<file path="config.mk">
export PLATFORM = sky130hd
export DESIGN_NAME = gray_counter_flat
export DESIGN_NICKNAME = d
export VERILOG_FILES = /design/src/rtl/gray_pkg.sv /design/src/rtl/gray_counter_if.sv /design/src/rtl/gray_codec.sv /design/src/rtl/gray_counter.sv /design/src/flat_wrapper.sv
export SDC_FILE = /design/constraint.sdc
export NUM_CORES = 1
export LEC_CHECK = 0
export ABC_AREA = 1
export CAP_MARGIN = 20
export CORE_AREA = 2 2 39 41
export DETAILED_ROUTE_END_ITERATION = 10
export DIE_AREA = 0 0 41 43
export HOLD_SLACK_MARGIN = 0.03
export PLACE_DENSITY = 0.74
export SYNTH_ARGS = -nofsm -noshare
export SYNTH_HDL_FRONTEND = slang
export SYNTH_SLANG_ARGS = --single-unit
</file>
<file path="constraint.sdc">
create_clock -name clk -period 4.25 [get_ports clk]
set_clock_uncertainty 0.1 [all_clocks]
set_input_delay 0.85 -clock clk [delete_from_list [all_inputs] [get_ports clk]]
set_output_delay 0.85 -clock clk [all_outputs]
set_load 0.05 [all_outputs]
</file>
<file path="src/rtl/gray_pkg.sv">
// Shared Gray-code helpers and defaults for the gray counter slice.
// Helpers work on a full 32-bit word; narrower callers zero-extend and truncate.
package gray_pkg;

    localparam int unsigned DEF_WIDTH = 3;
    localparam int unsigned MAX_WIDTH = 32;

    typedef logic [MAX_WIDTH-1:0] word_t;

    typedef enum logic [1:0] {
        OP_HOLD,
        OP_UP,
        OP_DOWN,
        OP_LOAD
    } op_e;

    function automatic word_t bin2gray(input word_t b);
        return b ^ (b >> 1);
    endfunction

    // Zero-extended upper bits keep the prefix XOR correct for any width.
    function automatic word_t gray2bin(input word_t g);
        word_t b;
        b = '0;
        b[MAX_WIDTH-1] = g[MAX_WIDTH-1];
        for (int unsigned i = MAX_WIDTH - 1; i > 0; i--) begin
            b[i-1] = b[i] ^ g[i-1];
        end
        return b;
    endfunction

endpackage

</file>
<file path="src/rtl/gray_counter_if.sv">
// Control and result bundle between a gray_counter and its user.
interface gray_counter_if
    import gray_pkg::*;
#(
    parameter int unsigned WIDTH = DEF_WIDTH
);

    logic             en;
    logic             up;
    logic             load;
    logic [WIDTH-1:0] load_gray;
    logic [WIDTH-1:0] bin_out;
    logic [WIDTH-1:0] gray_out;
    logic             wrap;

    modport master (
        output en, up, load, load_gray,
        input  bin_out, gray_out, wrap
    );

    modport slave (
        input  en, up, load, load_gray,
        output bin_out, gray_out, wrap
    );

endinterface

</file>
<file path="src/rtl/gray_codec.sv">
// Combinational binary<->Gray converter; TO_GRAY selects the direction.
module gray_codec
    import gray_pkg::*;
#(
    parameter int unsigned WIDTH   = DEF_WIDTH,
    parameter bit          TO_GRAY = 1'b1
) (
    input  logic [WIDTH-1:0] i_val,
    output logic [WIDTH-1:0] o_val
);

    word_t w_ext;

    assign w_ext = MAX_WIDTH'(i_val);

    always_comb begin
        o_val = '0;
        if (TO_GRAY) begin
            o_val = WIDTH'(bin2gray(w_ext));
        end else begin
            o_val = WIDTH'(gray2bin(w_ext));
        end
    end

endmodule

</file>
<file path="src/rtl/gray_counter.sv">
// Up/down binary counter with a registered Gray copy, parallel Gray load
// and a one-cycle wrap pulse.
module gray_counter
    import gray_pkg::*;
#(
    parameter int unsigned      WIDTH     = DEF_WIDTH,
    parameter logic [WIDTH-1:0] RESET_VAL = '0
) (
    input  logic           clk,
    input  logic           rst_n,
    gray_counter_if.slave  bus
);

    localparam logic [WIDTH-1:0] RESET_GRAY = RESET_VAL ^ (RESET_VAL >> 1);

    op_e              w_op;
    logic [WIDTH-1:0] w_load_bin;
    logic [WIDTH-1:0] w_next_bin;
    logic [WIDTH-1:0] w_next_gray;
    logic             w_next_wrap;

    logic [WIDTH-1:0] r_bin;
    logic [WIDTH-1:0] r_gray;
    logic             r_wrap;

    always_comb begin
        w_op = OP_HOLD;
        if (bus.load) begin
            w_op = OP_LOAD;
        end else if (bus.en) begin
            w_op = bus.up ? OP_UP : OP_DOWN;
        end
    end

    gray_codec #(
        .WIDTH   (WIDTH),
        .TO_GRAY (1'b0)
    ) u_load_dec (
        .i_val (bus.load_gray),
        .o_val (w_load_bin)
    );

    always_comb begin
        w_next_bin  = r_bin;
        w_next_wrap = 1'b0;
        case (w_op)
            OP_LOAD: w_next_bin = w_load_bin;
            OP_UP: begin
                w_next_bin  = r_bin + WIDTH'(1);
                w_next_wrap = (r_bin == '1);
            end
            OP_DOWN: begin
                w_next_bin  = r_bin - WIDTH'(1);
                w_next_wrap = (r_bin == '0);
            end
            default: w_next_bin = r_bin;
        endcase
    end

    // Gray is always re-encoded from the next binary value; on load this
    // round-trips back to load_gray exactly, so one register path serves all ops.
    gray_codec #(
        .WIDTH   (WIDTH),
        .TO_GRAY (1'b1)
    ) u_next_enc (
        .i_val (w_next_bin),
        .o_val (w_next_gray)
    );

    always_ff @(posedge clk) begin
        if (!rst_n) begin
            r_bin  <= RESET_VAL;
            r_gray <= RESET_GRAY;
            r_wrap <= 1'b0;
        end else begin
            r_bin  <= w_next_bin;
            r_gray <= w_next_gray;
            r_wrap <= w_next_wrap;
        end
    end

    assign bus.bin_out  = r_bin;
    assign bus.gray_out = r_gray;
    assign bus.wrap     = r_wrap;

endmodule

</file>
<file path="src/flat_wrapper.sv">
// flat-port wrapper written by rule: the top's interface ports become plain ports
module gray_counter_flat import gray_pkg::*;
#(
    parameter int unsigned      WIDTH     = DEF_WIDTH,
    parameter logic [WIDTH-1:0] RESET_VAL = '0
)
  (clk, rst_n, bus_en, bus_up, bus_load, bus_load_gray, bus_bin_out, bus_gray_out, bus_wrap);
  gray_counter_if #(.WIDTH(WIDTH)) bus_i ();
  input  logic clk;
  input  logic rst_n;
  input wire logic [$bits(bus_i.en)-1:0] bus_en;
  input wire logic [$bits(bus_i.up)-1:0] bus_up;
  input wire logic [$bits(bus_i.load)-1:0] bus_load;
  input wire logic [$bits(bus_i.load_gray)-1:0] bus_load_gray;
  output wire logic [$bits(bus_i.bin_out)-1:0] bus_bin_out;
  output wire logic [$bits(bus_i.gray_out)-1:0] bus_gray_out;
  output wire logic [$bits(bus_i.wrap)-1:0] bus_wrap;
  assign bus_i.en = bus_en;
  assign bus_i.up = bus_up;
  assign bus_i.load = bus_load;
  assign bus_i.load_gray = bus_load_gray;
  assign bus_bin_out = bus_i.bin_out;
  assign bus_gray_out = bus_i.gray_out;
  assign bus_wrap = bus_i.wrap;
  gray_counter #(.WIDTH(WIDTH), .RESET_VAL(RESET_VAL)) u_core (.clk(clk), .rst_n(rst_n), .bus(bus_i));
endmodule
</file>
==> results.toml, run 1 <==
[timing]
min_period_over_period_pct = 67.0
finalSetupViolCount = 0
maxClockFrequency_ghz = 0.351
relSlewSlack_pct = 67.2
worstMarginPinSlew_ns = 0.491
fin_crit_ns = 2.85
fin_setup_tns_ns = 0
rsz0062_at_grt = "no"
slew_violations = 0
hold_viol = 0

[job]
cap_violations = 0

[die]
core_region_area_sq_um = 1380
dieArea_sq_um = 1760
num_rows = 14
start_util_pct = 35.3
die_h_um = 43
die_x_um = 41
ioPinCount = 15

[clocking]
cts_hold_buffers = 0
path_clk_slew_ns = 0.04
cts_sinks = 6
numCtsBuffers = 3
cts_max_path_buffers = 2
cts-resized-gates = 0
clk_latency_ns = 0.24
cts_tree = "built"
cts_setup_buffers = 0
clockRootBuffer = "clkbuf_4"
h-tree-depth = 1

[drt]
num_vias = 469
drt-total-wl_um = 915
wl_per_cell_um = 8.97
drc = 0
drt_iter0_markers = 3
drtAntennaViolNets = 0
first_pass_iters = 3
via_per_inst = 4.60

[run_status]
status = "completed"

[global_route]
grt_pass1_wl_um = 1380
grt_pass1_vias = 331
grt_max_degree = 7
globalRouteOverflowTotal = 0
grt_usage_pct = 12.2
antenna_found_initial = 0

[synthesis]
synth_seq_cells = 6
synth_top_area_share_pct = 24.6
yosysWarnings = 0
yosysSeqAreaShare_pct = 24.6
synth.cell_area_sq_um = 488
synthesis.nets = 84
synth_cell_types = 18
synth.avg_cell_area_sq_um = 6.97
yosysTopAreaCell = "dfxtp_1"
syn_inst = 70
synthTopCellsByArea = "dfxtp_1 25%, ha_1 15%, nand2_1 12%"

[worst_setup_path]
worstPathRequired_ns = 4.29
worst-path-max-fanout = 4
cp_data_arrival_time_ns = 2.89
cp-end-kind = "flip-flop"
startpoint_type = "primary input"
crit_type = "in -> reg"

[final_layout]
drive_gt1_share_pct = 18.6
final_common_cell = "nand2_1"
fin_cells = 102
nets = 102
area_growth_pct = 35.9
antenna_cells = 0
final_cell_mix = "16 x nand2_1, 14 x clkdlybuf4s50_1, 11 x inv_1"

[power_and_ir_drop]
leakage_nw = 0.322
power.total_uw = 226
power.density_nw_per_um2 = 341
vdd_drop_max_mv = 0.196

[placement]
place_inst = 99
gp_congestion = 0.800
dp_hpwl_um = 797
io_buffer_count = 14

[min_path]
hp-class = "reg -> reg"
metrics by stage:
stage                     hold WS [ns]  instance area, sq um  setup slack [ns]  utilization [%]
final                            0.455                   663              1.40             47.9
after floorplan                  0.649                   488              1.76                -
after global placement           0.446                   641              1.19             46.3
after global routing             0.499                   663              1.26             47.9
after detailed placement         0.449                   641              1.12             46.3
after CTS                        0.455                   663              1.38             47.9
Yosys cell counts (all sizes together):
| cell | instances |
|---|---|
| nor2 | 5 |
| inv | 13 |
| a21oi | 5 |
| nand4 | 1 |
| dfxtp | 6 |
| a221oi | 1 |
| o21ai | 1 |
| nand2 | 22 |
| nand3b | 1 |
| nand3 | 7 |
| buf | 1 |
| xor2 | 1 |
| ha | 6 |
flip-flops by register name, summed over array words and instances (netlist names):
| register | count |
|---|---|
| u_core.bus.bin_out | 2 |
| u_core.bus.gray_out | 3 |
| u_core.bus.wrap | 1 |
critical path: stages:
cell and delay, ns:
clkdlybuf4s50_1 0.47, inv_1 0.04, a21oi_1 0.22, inv_1 0.12
ha_1 0.24, xor2_1 0.15, ha_1 0.27, a21oi_1 0.14
nand2_1 0.08, o21ai_2 0.12, nand2_1 0.08, nand2_1 0.07
nor2_2 0.03
layer usage:
| layer | vias up | wire (um) | GRT usage [%] |
|---|---|---|---|
| met1 | 205 | 387 | 13.9 |
| met5 | - | 0 | 0 |
| met3 | 5 | 41 | 6.28 |
| met2 | 10 | 464 | 16.9 |
| li1 | 249 | - | - |
| met4 | 0 | 21 | 8.00 |
final cells by class:
class                      instances  area (sq um)
timing repair buffer              14           140
tap                               16          20.0
sequential                         6           120
fill                             143           721
clock buffer                       3          22.5
multi-input combinational         50           312
inverter                          13          48.8
power breakdown:
group	switching [mW]	total, mW	internal [mW]
combinational	0.0663	0.104	0.0381
sequential	0.00565	0.0697	0.0640
clock	0.0204	0.0523	0.0319
logic make-up after synthesis:
kind of cell / count (synthesis) / share of synthesized area (%)
fa+ha+maj: 6 / 15.4
simple gates: 36 / 38.0
xor+xnor: 1 / 1.80
buf+inv: 14 / 11.5
flops: 6 / 24.6
compound gates: 7 / 8.72
worst paths after layout:
check / from / endpoint / slack, ns / depth (start not counted)
setup / recovery: bus_up / u_core.bus.gray_out[0]$_SDFF_PN0_ / 1.40 / 13
hold reg to reg: u_core.bus.bin_out[0]$_SDFF_PN0_ / u_core.bus.wrap$_SDFF_PN0_ / 0.46 / 2
setup reg to reg: u_core.bus.bin_out[1]$_SDFF_PN0_ / u_core.bus.gray_out[0]$_SDFF_PN0_ / 2.64 / 8
hold / removal: u_core.bus.bin_out[0]$_SDFF_PN0_ / u_core.bus.wrap$_SDFF_PN0_ / 0.46 / 2
Note: power is estimated with default switching activity, not from simulation.
==> run 2, diff against run 1 <==
Settings changed: PLACE_DENSITY 0.74 to 0.77.
Clock period 4.25 ns to 2.4 ns, I/O delays scaled along.
==> results.toml, run 2 (synthesis gave the netlist of run 1 again) <==
[timing]
worstMarginPinSlew_ns = 0.491
min_period_over_period_pct = 95.6
slew_violations = 0
setup_ws_ns = 0.105
finalSetupViolCount = 0
relSlewSlack_pct = 67.1
fin_crit_ns = 2.29
hold_viol = 0
fin_setup_tns_ns = 0
maxClockFrequency_ghz = 0.436

[global_route]
grt_usage_pct = 13.4
grt_pass1_vias = 445
globalRouteOverflowTotal = 0
grt_pass1_wl_um = 1640
grt_max_degree = 7
antenna_found_initial = 0

[drt]
drt-total-wl_um = 1020
via_per_inst = 4.48
drt_iter0_markers = 0
first_pass_iters = 1
wl_per_cell_um = 9.44
num_vias = 484
drtAntennaViolNets = 0
drc = 0

[run_status]
status = "completed"

[worst_setup_path]
cp-end-kind = "flip-flop"
cp_data_arrival_time_ns = 2.33
crit_slowest_cell = "clkdlybuf4s50_1"
worst-path-max-fanout = 4
worstPathRequired_ns = 2.43
crit_type = "in -> reg"
crit_family = "buffers and inverters"
worst-path-buf-inv = 2
max_stage_delay_ns = 0.45
crit_chain = "clkdlybuf4s50_1 -> a21oi_2 -> inv_1 -> ha_2 -> xor2_1 -> ha_1 -> a21oi_2 -> nand2_2 -> o21ai_4 -> nand2_1 -> nand2_1 -> nor2_2"
startpoint_type = "primary input"

[clocking]
numCtsBuffers = 3
cts_sinks = 6
cts_max_path_buffers = 2
cts_hold_buffers = 0
cts_tree = "built"
clockRootBuffer = "clkbuf_4"
cts_setup_buffers = 0
clk_latency_ns = 0.24
h-tree-depth = 1
path_clk_slew_ns = 0.04

[final_layout]
drive_gt1_share_pct = 29.3
final_util_pct = 53.3
largest_reg_flops = 3
final_common_cell = "nand2_1"
area_growth_pct = 51.0
antenna_cells = 0
fillers = 142
final_cell_mix = "15 x nand2_1, 12 x clkdlybuf4s50_1, 11 x inv_1"
nets = 108

[die]
die_h_um = 43
dieArea_sq_um = 1760
core_region_area_sq_um = 1380
die_x_um = 41
num_rows = 14
ioPinCount = 15
start_util_pct = 35.3

[placement]
io_buffer_count = 14
dp_hpwl_um = 866
gp_congestion = 0.805
pre_cts_ws_ns = -0.242

[power_and_ir_drop]
vdd_drop_max_mv = 0.409
power.density_nw_per_um2 = 574
leakage_nw = 0.370

[job]
cap_violations = 0

[min_path]
hp-class = "reg -> reg"
-- run 2: final cells by class --
class | count | area [sq um] | share of cell area (%)
Tap cell | 16 | 20.0 | 2.72
Timing Repair Buffer | 20 | 190 | 25.8
Clock buffer | 3 | 22.5 | 3.06
Inverter | 13 | 48.8 | 6.62
Multi-Input combinational cell | 50 | 335 | 45.5
Sequential cell | 6 | 120 | 16.3
-- run 2: final timing paths --
| kind | from | end | slack [ns] | cells past startpoint |
|---|---|---|---|---|
| max | bus_en | u_core.bus.gray_out[0]$_SDFF_PN0_ | 0.11 | 12 |
| min | u_core.bus.bin_out[0]$_SDFF_PN0_ | u_core.bus.wrap$_SDFF_PN0_ | 0.43 | 2 |
| max reg2reg | u_core.bus.bin_out[1]$_SDFF_PN0_ | u_core.bus.gray_out[0]$_SDFF_PN0_ | 0.70 | 8 |
| min reg2reg | u_core.bus.bin_out[0]$_SDFF_PN0_ | u_core.bus.wrap$_SDFF_PN0_ | 0.43 | 2 |
-- run 2: layer usage --
| layer | vias to the layer above | track usage [%] | part of all wire [%] |
|---|---|---|---|
| met2 | 5 | 23.4 | 57 |
| met3 | 0 | 1.57 | 1.5 |
| met1 | 215 | 15.9 | 42 |
| li1 | 264 | - | - |
| met5 | - | 0 | 0 |
| met4 | 0 | 4.00 | 0 |
-- run 2: what timing repair did --
action	4_1_cts	5_1_grt
setup endpoints to repair	0	3
endpoints found under the hold margin	0	0
resized for setup	0	8
-- run 2: worst reg2reg max path: stages (launching register included) --
cell     delay [ns]
dfxtp_1        0.51
xor2_1         0.20
ha_1           0.27
a21oi_2        0.14
nand2_2        0.08
o21ai_4        0.09
nand2_1        0.08
nand2_1        0.08
nor2_2         0.04
-- run 2: through the flow --
step           instance area, sq um  cells  hold WS (ns)  total power [mW]
2_1_floorplan                   488     70         0.513             0.257
6_report                        737    108         0.435             0.423
4_1_cts                         708    108         0.437             0.418
3_3_place_gp                    686    105         0.436             0.317
5_1_grt                         737    108         0.484             0.452
3_5_place_dp                    686    105         0.428             0.325
-- run 2: report_power, final --
group | leakage, nW | switching (mW) | internal [mW]
clock network | 0.0138 | 0.0342 | 0.0564
logic | 0.307 | 0.127 | 0.0805
registers | 0.0497 | 0.0116 | 0.113
